==> src/rtl/serial_mult_pkg.sv <==
`default_nettype none
// ============================================================================
// Module      : serial_mult_pkg
// Description : Shared definitions for the bit-serial shift-add multiplier:
//               sequencer state encoding and a constant clog2 helper used to
//               size the step counter.
// Ports       : none (package)
// Revision    : 1.0 - initial release
// ============================================================================
package serial_mult_pkg;

  typedef enum logic [1:0] {
    ST_IDLE   = 2'd0,
    ST_RUN    = 2'd1,
    ST_FINISH = 2'd2
  } state_t;

  // Bits needed to hold values 0..value-1.
  function automatic int clog2(input int value);
    int result;
    int remain;
    result = 0;
    remain = value - 1;
    for (int i = 0; i < 32; i++) begin
      if (remain > 0) begin
        result = result + 1;
        remain = remain >> 1;
      end
    end
    return result;
  endfunction

endpackage : serial_mult_pkg
`default_nettype wire

==> src/rtl/serial_mult_datapath.sv <==
`default_nettype none
// ============================================================================
// Module      : serial_mult_datapath
// Description : Operand/accumulator registers of the shift-add multiplier.
//               i_load captures the operands and clears the accumulator;
//               i_shift performs one add-and-shift-right step.
// Ports       : CLK, RST (async, active low)
//               i_load, i_shift   - control from the sequencer
//               i_a, i_b          - multiplicand / multiplier
//               o_prod_next       - {acc,mq} as they will be after the
//                                   current step (used to capture the result)
// Revision    : 1.0 - initial release
// ============================================================================
module serial_mult_datapath #(
  parameter int WIDTH = 4
) (
  input  logic               CLK,
  input  logic               RST,
  input  logic               i_load,
  input  logic               i_shift,
  input  logic [WIDTH-1:0]   i_a,
  input  logic [WIDTH-1:0]   i_b,
  output logic [2*WIDTH-1:0] o_prod_next
);

  logic [WIDTH-1:0] r_mcand;
  logic [WIDTH-1:0] r_acc;
  logic [WIDTH-1:0] r_mq;
  logic [WIDTH-1:0] w_addend;
  logic [WIDTH:0]   w_sum;

  // One extra bit on the sum keeps the carry; it becomes the new acc MSB.
  assign w_addend    = r_mq[0] ? r_mcand : '0;
  assign w_sum       = {1'b0, r_acc} + {1'b0, w_addend};
  // The sum LSB drops into the top of mq as the multiplier shifts out.
  assign o_prod_next = {w_sum[WIDTH:1], w_sum[0], r_mq[WIDTH-1:1]};

  always_ff @(posedge CLK or negedge RST) begin
    if (!RST) begin
      r_mcand <= '0;
      r_acc   <= '0;
      r_mq    <= '0;
    end else if (i_load) begin
      r_mcand <= i_a;
      r_acc   <= '0;
      r_mq    <= i_b;
    end else if (i_shift) begin
      r_acc   <= w_sum[WIDTH:1];
      r_mq    <= {w_sum[0], r_mq[WIDTH-1:1]};
    end
  end

endmodule : serial_mult_datapath
`default_nettype wire

==> src/rtl/serial_mult_ctrl.sv <==
`default_nettype none
// ============================================================================
// Module      : serial_mult_ctrl
// Description : Sequencer for the bit-serial shift-add multiplier. Accepts
//               operands on START/READY, runs WIDTH shift steps, and holds
//               the 2*WIDTH-bit product on DONE until ACK.
// Ports       : CLK, RST (async, active low)
//               START, A, B   - request and operands (sampled on accept)
//               ACK           - consumer acknowledge of DONE
//               READY/BUSY/DONE - registered state flags (IDLE/RUN/FINISH)
//               LOAD          - pulse in the first RUN cycle
//               SHIFT_EN      - high on each RUN cycle performing a step
//               PRODUCT       - result, valid while DONE
//               COUNT         - completed shift steps
// Revision    : 1.0 - initial release
// ============================================================================
module serial_mult_ctrl
  import serial_mult_pkg::*;
#(
  parameter  int WIDTH = 4,
  localparam int CW    = clog2(WIDTH + 1)
) (
  input  logic               CLK,
  input  logic               RST,
  input  logic               START,
  input  logic [WIDTH-1:0]   A,
  input  logic [WIDTH-1:0]   B,
  input  logic               ACK,
  output logic               READY,
  output logic               BUSY,
  output logic               DONE,
  output logic               LOAD,
  output logic               SHIFT_EN,
  output logic [2*WIDTH-1:0] PRODUCT,
  output logic [CW-1:0]      COUNT
);

  localparam logic [CW-1:0] c_last_step = CW'(WIDTH - 1);
  localparam logic [CW-1:0] c_one       = CW'(1);

  state_t               r_state;
  state_t               w_next_state;
  logic                 w_accept;
  logic                 w_last_step;
  logic                 r_ready;
  logic                 r_busy;
  logic                 r_done;
  logic                 r_load;
  logic                 r_shift_en;
  logic [2*WIDTH-1:0]   r_product;
  logic [CW-1:0]        r_count;
  logic [2*WIDTH-1:0]   w_prod_next;

  // The datapath loads on the accept edge and steps on every edge that
  // closes a cycle with SHIFT_EN high, so the registered flag drives it.
  serial_mult_datapath #(
    .WIDTH (WIDTH)
  ) u_datapath (
    .CLK         (CLK),
    .RST         (RST),
    .i_load      (w_accept),
    .i_shift     (r_shift_en),
    .i_a         (A),
    .i_b         (B),
    .o_prod_next (w_prod_next)
  );

  always_comb begin
    w_next_state = r_state;
    w_accept     = 1'b0;
    w_last_step  = 1'b0;
    case (r_state)
      ST_IDLE: begin
        if (START) begin
          w_accept     = 1'b1;
          w_next_state = ST_RUN;
        end
      end
      ST_RUN: begin
        // The step taken on this edge is the last one; capture its result.
        if (r_count == c_last_step) begin
          w_last_step  = 1'b1;
          w_next_state = ST_FINISH;
        end
      end
      ST_FINISH: begin
        if (ACK) begin
          w_next_state = ST_IDLE;
        end
      end
      default: begin
        w_next_state = ST_IDLE;
      end
    endcase
  end

  always_ff @(posedge CLK or negedge RST) begin
    if (!RST) begin
      r_state    <= ST_IDLE;
      r_ready    <= 1'b1;
      r_busy     <= 1'b0;
      r_done     <= 1'b0;
      r_load     <= 1'b0;
      r_shift_en <= 1'b0;
      r_product  <= '0;
      r_count    <= '0;
    end else begin
      r_state    <= w_next_state;
      r_ready    <= (w_next_state == ST_IDLE);
      r_busy     <= (w_next_state == ST_RUN);
      r_done     <= (w_next_state == ST_FINISH);
      r_load     <= w_accept;
      r_shift_en <= (w_next_state == ST_RUN);
      if (w_accept) begin
        r_count <= '0;
      end else if (r_state == ST_RUN) begin
        r_count <= r_count + c_one;
      end
      if (w_last_step) begin
        r_product <= w_prod_next;
      end
    end
  end

  assign READY    = r_ready;
  assign BUSY     = r_busy;
  assign DONE     = r_done;
  assign LOAD     = r_load;
  assign SHIFT_EN = r_shift_en;
  assign PRODUCT  = r_product;
  assign COUNT    = r_count;

endmodule : serial_mult_ctrl
`default_nettype wire

==> config.mk <==
export PLATFORM = sky130hd
export DESIGN_NAME = serial_mult_ctrl
export DESIGN_NICKNAME = d
export VERILOG_FILES = /design/src/rtl/serial_mult_pkg.sv /design/src/rtl/serial_mult_datapath.sv /design/src/rtl/serial_mult_ctrl.sv
export SDC_FILE = /design/constraint.sdc
export NUM_CORES = 1
export LEC_CHECK = 0
export ABC_CLOCK_PERIOD_IN_PS = 1700
export CAP_MARGIN = 20
export CELL_PAD_IN_SITES_DETAIL_PLACEMENT = 2
export CELL_PAD_IN_SITES_GLOBAL_PLACEMENT = 2
export CORE_ASPECT_RATIO = 0.75
export CORE_UTILIZATION = 30
export DETAILED_ROUTE_END_ITERATION = 8
export PLACE_DENSITY = 0.75
export RECOVER_POWER = 25
export REMOVE_ABC_BUFFERS = 1
export SLEW_MARGIN = 25
export SYNTH_ARGS = -nofsm -noshare
export SYNTH_HDL_FRONTEND = slang
export SYNTH_HIERARCHICAL = 1
export SYNTH_SLANG_ARGS = --single-unit
export TNS_END_PERCENT = 100
==> constraint.sdc <==
create_clock -name CLK -period 1.7 [get_ports CLK]
set_input_delay 0.34 -clock CLK [delete_from_list [all_inputs] [get_ports CLK]]
set_output_delay 0.34 -clock CLK [all_outputs]
set_load 0.01 [all_outputs]
### Word level (Yosys, flattened, before mapping)

Index checks and enable logic that the tools add are counted.

| storage, ports and cells | value |
|---|---|
| word-level logic and storage cells | 36 |
| bits in registers | 29 |
| input port bits | 12 |
| output and inout port bits | 16 |

| operators by class | value |
|---|---|
| muxes and demuxes | 15 |
| add/subtract/negate cells | 2 |
| equal/unequal tests | 5 |
| reductions and logical operators | 4 |

Operators with widths:

| cell | number |
|---|---|
| two-way mux 4 bit | 5 |
| two-way mux 2 bit | 3 |
| two-way mux 3 bit | 2 |
| case mux 2 bit (3 select lines) | 1 |
| adder 4 x 4 -> 5 bit | 1 |
| equality test 2 x 1 -> 1 bit (second input constant) | 2 |
| equality test 2 bit (second input constant) | 2 |
| zero test 2 bit | 2 |
| two-way mux 1 bit | 4 |
| nonzero test 2 bit | 2 |
| adder 3 x 1 -> 3 bit (second input constant) | 1 |
| equality test 3 x 2 -> 1 bit (second input constant) | 1 |

### Depth between registers and ports, before layout

| logic depth | value |
|---|---|
| depth after elaboration | 4 |
| depth in mapped cells | 8 |
| depth with buffers taken out | 8 |

### Modules after synthesis

Netlist, hierarchy kept.

Modules (own cells, without submodules):

| module | cells an instance | area each (um^2) | sequential area each (um^2) | instances |
|---|---|---|---|---|
| serial_mult_datapath | 68 | 704.4 | 300.3 | 1 |
| serial_mult_ctrl | 46 | 675.6 | 426.7 | 1 |

### Worst setup path before layout

Ideal clock, no wire load.

| timing path | value |
|---|---|
| path type | register to register |
| start point | register u_datapath.r_mq[0] |
| end point | register r_product[6], in the netlist PRODUCT[6] |
| clock period less this slack | 1.621 ns |
| stages on the path, launching flop included | 7 |
| setup slack | 0.079 ns |
| library setup time | 0.125 ns |
| buffers on the path | 0 |
| arrival | 1.496 ns |
| cells stage by stage | dfrtp_1 -> and2_1 -> ha_1 -> a21oi_1 -> nand2_1 -> xor2_1 -> mux2_2 |

| on the way | value |
|---|---|
| cells in the longest elaborated chain, start to end | 2 |

RTL lines:

| item | RTL line | text |
|---|---|---|
| start, declared | serial_mult_datapath.sv:28 | `logic [WIDTH-1:0] r_mq;` |
| start signal, assigned | serial_mult_datapath.sv:46 | `r_mq <= i_b;` |
| start signal, assigned | serial_mult_datapath.sv:49 | `r_mq <= {w_sum[0], r_mq[WIDTH-1:1]};` |
| two-way mux 4 bit | serial_mult_datapath.sv:33 | `assign w_addend = r_mq[0] ? r_mcand : '0;` |
| adder 4 x 4 -> 5 bit | serial_mult_datapath.sv:34 | `assign w_sum = {1'b0, r_acc} + {1'b0, w_addend};` |
| via w_prod_next[6] | serial_mult_ctrl.sv:52 | `logic [2*WIDTH-1:0] w_prod_next;` |
| end signal, assigned | serial_mult_ctrl.sv:120 | `r_product <= w_prod_next;` |
| end, declared | serial_mult_ctrl.sv:50 | `logic [2*WIDTH-1:0] r_product;` |

The timed path passes the listed nets, and every way through them passes these cells.
A chain may end at the register's enable or synchronous reset.

### Final worst setup path

| timing path | value |
|---|---|
| start point | register u_datapath.r_mq[0] |
| end point | register r_product[4], in the netlist PRODUCT[4] |

The elaborated chain is that of the path after synthesis.

==> results.toml <==
[die]
io_pins = 28
die_w_microns = 80.3
rows = 20
start_util = 0.326
dieArea_sq_um = 4880
die_h_microns = 60.7
coreArea_sq_um = 4230

[final_layout]
nFillCells = 456
num_antenna_cells = 0
nNetsFinal = 166
area_growth_pct = 32.4
drive_above_1_share = 0.223

[placement]
gp_congestion = 0.724
port_buffers = 27
dp_hpwl_microns = 2420

[power]
p_per_area_nw_per_um2 = 1880
peakVddDrop_mv = 0.666
leakage_nw = 0.844

[clock_network]
htree_levels = 2
root_buffer = "clkbuf_8"
cts.sinks = 29
clk_pin_slew_ns = 0.06
cts_max_path_buffers = 2
clock_latency_ns = 0.28
numCtsBuffers = 5
cts_tree = "built"
cts-hold-fix-buffers = 0

[worst_setup_path]
cp.depth = 6
crit_fanout = 4
setup.worst_path.end = "PRODUCT[4]"
crit_chain = "and2_4 -> ha_4 -> inv_4 -> fa_2 -> inv_2 -> mux2_2"
critPathKind = "flop to flop"
critical_path_required_ns = 1.87
worst-path-buf-inv = 2
crit_family = "adder cells"
end_kind = "flop"
cp-start-kind = "flop"
crit_slowest_cell = "fa_2"
arrival_ns = 1.86
rr_startpoint = "u_datapath/r_mq[0]"
r2r_slack_ns = 0.006
worst-r2r-cell-count = 6
r2r_end = "PRODUCT[4]"
cpPeakStageDelay_ns = 0.56
critPathLaunch = "u_datapath/r_mq[0]"

[min_path]
worstHoldPathType = "flop to flop"

[drt]
ant_nets = 0
first_iter_violations = 49
post-route-drc-count = 0
dr.pass1.iters = 2
vias_per_cell = 4.78
wl_per_cell_microns = 16.2
routed_wl_microns = 3290
route.vias.total = 971

[sta]
rsz0062_at_grt = "true"
skew_ns = 0.00437
timing.hold.ws_ns = 0.507
max_freq_mhz = 590
report.final.slew_viol_count = 0
slew_headroom = 0.490
tns_ns = 0
fin_crit_ns = 1.69
tightest_slew_ns = 0.766
timing.final.crit_share = 0.997
hold_viol = 0
setup_violations = 0

[global_route]
grt_antenna_before_repair = 0
grt_start_max_net_pins = 30
first_global_vias = 1131
grt_overflow = 0
track_usage = 0.162
grt_pass1_wl_microns = 5570

[logic_synthesis]
avgSynthCellArea_sq_um = 12.1
synth.yosys.seq_area_share = 0.527
yosys.area.top_type = "dfrtp_1"
yosysMostFrequentCell = "dfrtp_1"
ys_top_cells_by_area = "dfrtp_1 51%, mux2_2 9.8%, ha_1 5.4%"
synth_warnings = 6
synth_top_flop_cell = "dfrtp_1"
synth_commonest_cells = "28 x dfrtp_1, 12 x mux2_2, 8 x inv_1, 8 x nand2_1"
ys_async_sr_fraction = 1.00
synth_edf_count = 0
synth_cell_types = 32
yosys.area.top_type_share = 0.508
ys_seq_elements = 29
synth_area_sq_um = 1380
synth_cells = 114

[run_status]
outcome = "finished clean"

[run]
max_cap_violations = 0
-- where the power goes --
group	leakage (nW)	total, W	internal [W]	switching, W
Sequential	0.362	0.00124	0.00101	0.000228
Combinational	0.442	0.00164	0.000903	0.000736
Clock	0.0395	0.000547	0.000290	0.000256
Total	0.844	0.00343	0.00221	0.00122
-- sequential cells by signal, summed over array words and instances (netlist names) --
name / flops
SHIFT_EN: 1
u_datapath/r_acc: 4
LOAD: 1
r_state: 2
COUNT: 3
READY: 1
u_datapath/r_mcand: 4
PRODUCT: 8
DONE: 1
u_datapath/r_mq: 4
-- metal layers --
layer,vias to the layer above,global-route usage,share of wire
met1,496,0.202,0.46
met4,0,0.0536,0.0064
li1,453,-,-
met2,19,0.274,0.50
met3,3,0.0496,0.037
met5,-,0,0
-- placed cells by master (no fill, tap or decap), types with 2 or more instances in the layout --
| cell | synthesis | final |
|---|---|---|
| mux2i_1 | 6 | 6 |
| mux2_2 | 12 | 12 |
| or2b_1 | 2 | 2 |
| ha_1 | 6 | 4 |
| o21ai_0 | 3 | 3 |
| dfrtp_1 | 28 | 28 |
| nand2b_1 | 2 | 2 |
| and2_1 | 3 | 2 |
| clkbuf_8 | 0 | 5 |
| buf_4 | 4 | 5 |
| nand2_1 | 8 | 8 |
| o21ai_1 | 4 | 4 |
| inv_1 | 8 | 6 |
| clkbuf_1 | 0 | 3 |
| a21oi_1 | 3 | 2 |
| nor2_1 | 5 | 5 |
| o2bb2ai_1 | 2 | 2 |
| ha_4 | 0 | 2 |
| clkdlybuf4s50_1 | 0 | 26 |
-- worst min-delay path by stage --
| stage | start | end | cells past startpoint |
|---|---|---|---|
| floorplan | RST | COUNT[0] | 0 |
| global placement | u_datapath/r_mcand[3] | u_datapath/r_mcand[3] | 1 |
| detailed placement | PRODUCT[0] | PRODUCT[0] | 1 |
| CTS | RST | u_datapath/r_mq[2] | 2 |
| global route | PRODUCT[0] | PRODUCT[0] | 1 |
| finish | PRODUCT[0] | PRODUCT[0] | 1 |
-- layout make-up --
class                      count  area (sq um)  share of cell area
timing repair buffer          33           313               0.171
tap                           55          68.8              0.0377
multi-input combinational     70           606               0.332
clock buffer                   8          80.1              0.0438
sequential                    29           727               0.398
inverter                       8          32.5              0.0178
-- timing repair --
item	CTS	global route
pin swaps	0	4
hold endpoints to repair	0	0
setup buffers	0	0
endpoints found under the setup margin	4	4
resized for setup	6	3
-- cells by family after synthesis --
logic type | Yosys count | synth area share
muxes | 18 | 0.141
DFF | 29 | 0.527
adders and majority gates | 7 | 0.0689
xor gates and xnor gates | 2 | 0.0127
buffers and inverters | 15 | 0.0589
AOI/OAI and AO/OA | 18 | 0.0889
and+or+nand+nor | 25 | 0.102
-- worst reg2reg max path, cell delays in order (launching register included) --
cell	delay (ns)
dfrtp_1	0.39
and2_4	0.17
ha_4	0.14
inv_4	0.03
fa_2	0.56
inv_2	0.04
mux2_2	0.25
-- stage by stage --
step | area (sq um) | std cells | power (W) | util | setup slack (ns)
2_1_floorplan | 1330 | 107 | 0.00209 | - | -0.0595
3_3_place_gp | 1710 | 195 | 0.00272 | 0.405 | 0.0167
3_5_place_dp | 1710 | 195 | 0.00282 | 0.405 | -0.0334
4_1_cts | 1810 | 203 | 0.00346 | 0.429 | 0.00787
5_1_grt | 1830 | 203 | 0.00370 | 0.432 | -0.0472
6_report | 1830 | 203 | 0.00343 | 0.432 | 0.00557
Power figures use the tool's default switching activity.
==> RTL change: new RTL, config.mk and constraints unchanged <==
`WIDTH` is set to 4 in 2 places; all go to 6.
--- a/src/rtl/serial_mult_datapath.sv
+++ b/src/rtl/serial_mult_datapath.sv
@@ -12,7 +12,7 @@
 // Revision    : 1.0 - initial release
 // ============================================================================
 module serial_mult_datapath #(
-  parameter int WIDTH = 4
+  parameter int WIDTH = 6
 ) (
   input  logic               CLK,
   input  logic               RST,
--- a/src/rtl/serial_mult_ctrl.sv
+++ b/src/rtl/serial_mult_ctrl.sv
@@ -17,7 +17,7 @@
 module serial_mult_ctrl
   import serial_mult_pkg::*;
 #(
-  parameter  int WIDTH = 4,
+  parameter  int WIDTH = 6,
   localparam int CW    = clog2(WIDTH + 1)
 ) (
   input  logic               CLK,
Ports: changed (resized A, B and PRODUCT); port bits go from 28 to 36. No check against the original RTL was run, so the function may have changed too.
==> RTL change against the unedited design <==
  * The run now ends with negative setup slack left
  * Combinational power increased by 70%
  * Total power increased by 51%
  * Final area increased by 55%
  * Routed wire length increased by 62%
  * Sequential cell count increased by 10
  * First-iteration DRC count decreased by 69%
  * Synthesized area increased by 44%
  * Setup slack got worse by 0.18 ns
  * Critical path type unchanged
  * Largest power group unchanged
==> RTL change: results (changes against the unedited design) <==
Placed design
  – Final Wtd Congestion: 0.720 (-0.50%)
  – DP Area: 2500 um^2 (+46%)
  – Dpl cells: 285 (+46%)
  – PortBufs: 35 (+30%)
  – Dpl hpwl: 3.52 mm (+45%)

Clocking
  – Hold buffer count at cts: 1 (+1)

Synthesis
  – Most frequent cells after synthesis: dfrtp_1 (38), nor2_1 (11), mux2_2 (10), o21ai_0 (10), mux2i_1 (9)
  – Sequential element share of the synthesized area: 49.1% (-3.6 points)
  – Distinct cell type count after synthesis: 43 (+34%)
  – Adder-cell share of the synthesized area: 6.03% (-0.86 points)
  – Post-synthesis mux area share: 16.2% (+2.1 points)
  – Compound-Gate Fraction of Synth Area: 10.9% (+2.0 points)

Worst setup path
  – CP arrival: 2.07 ns (+0.21 ns)
  – Cell family with most CP delay: flip-flops
  – Slowest CP cell: dfrtp_1
  – CP peak stage delay: 0.41 ns (-0.15 ns)
  – R2R cell count: 7 (+1)

Global routing
  – First-pass GRT wire length: 8.94 mm (+60%)
  – Total GRT Usage: 17.7% (+1.5 points)

Final layout
  – Finished Core Util: 44.5% (+1.3 points)
  – Inverters: 2 (-6)
  – Clk cell area share: 3.41% (-0.97 points)
  – Buffer share of cell area: 20.2% (+3.0 points)
  – Fill count: 634 (+39%)

STA
  – Final-report setup violation count: 8 (+8)
  – Post-route setup TNS: -1.08 ns (-1.08 ns)
  – Setup WS post-layout: -0.177 ns (-0.182 ns)

Routing
  – Final WL: 5.34 mm (+62%)
  – DR iter-0 viols: 15 (-69%)
  – Drt first pass iters: 4 (+2)

Run status
  – Failing checks: negative setup slack
  – Status: complete, but fails checks
==> RTL change: changes by cell type after synthesis, sizes merged, moves of 3 or more <==
cell / unedited run / this run
and2: 3 / 6
buf: 7 / 12
dfrtp: 28 / 38
inv: 8 / 2
mux2: 12 / 18
mux2i: 6 / 9
nor2: 5 / 11
o21ai: 7 / 10
==> RTL change: power by group through the flow <==
stage               Sequential, mW  Clock, mW  Combinational (mW)
floorplan                     1.72          0                1.21
global placement              1.65          0                2.26
detailed placement            1.67          0                2.34
CTS                           1.68      0.716                2.70
global route                  1.74      0.765                3.05
finish                        1.69      0.705                2.78
==> RTL change: how the worst min path moves through the flow <==
stage / end / slack [ns] / cells after the start / from
floorplan: COUNT[0] / 0.04 / 0 / RST
global placement: PRODUCT[5] / 0.32 / 2 / RST
detailed placement: PRODUCT[4] / 0.33 / 2 / RST
CTS: u_datapath/r_mcand[0] / 0.52 / 1 / u_datapath/r_mcand[0]
global route: PRODUCT[2] / 0.54 / 1 / PRODUCT[2]
finish: u_datapath/r_mcand[5] / 0.52 / 1 / u_datapath/r_mcand[5]
==> RTL change: worst register-to-register path, stage by stage, from the launching register on <==
cell	delay, ns
dfrtp_1	0.41
buf_4	0.14
and2_4	0.15
ha_4	0.23
a211oi_4	0.30
o21ai_2	0.12
xor2_1	0.15
mux2_4	0.27
==> RTL change: routing by layer <==
| layer | GRT usage (%) | share of wire [%] | up-vias |
|---|---|---|---|
| met3 | 4.38 | 4.6 | 9 |
| li1 | - | - | 695 |
| met1 | 23.5 | 48 | 726 |
| met2 | 27.8 | 45 | 33 |
| met5 | 0 | 0 | - |
| met4 | 6.97 | 1.7 | 0 |
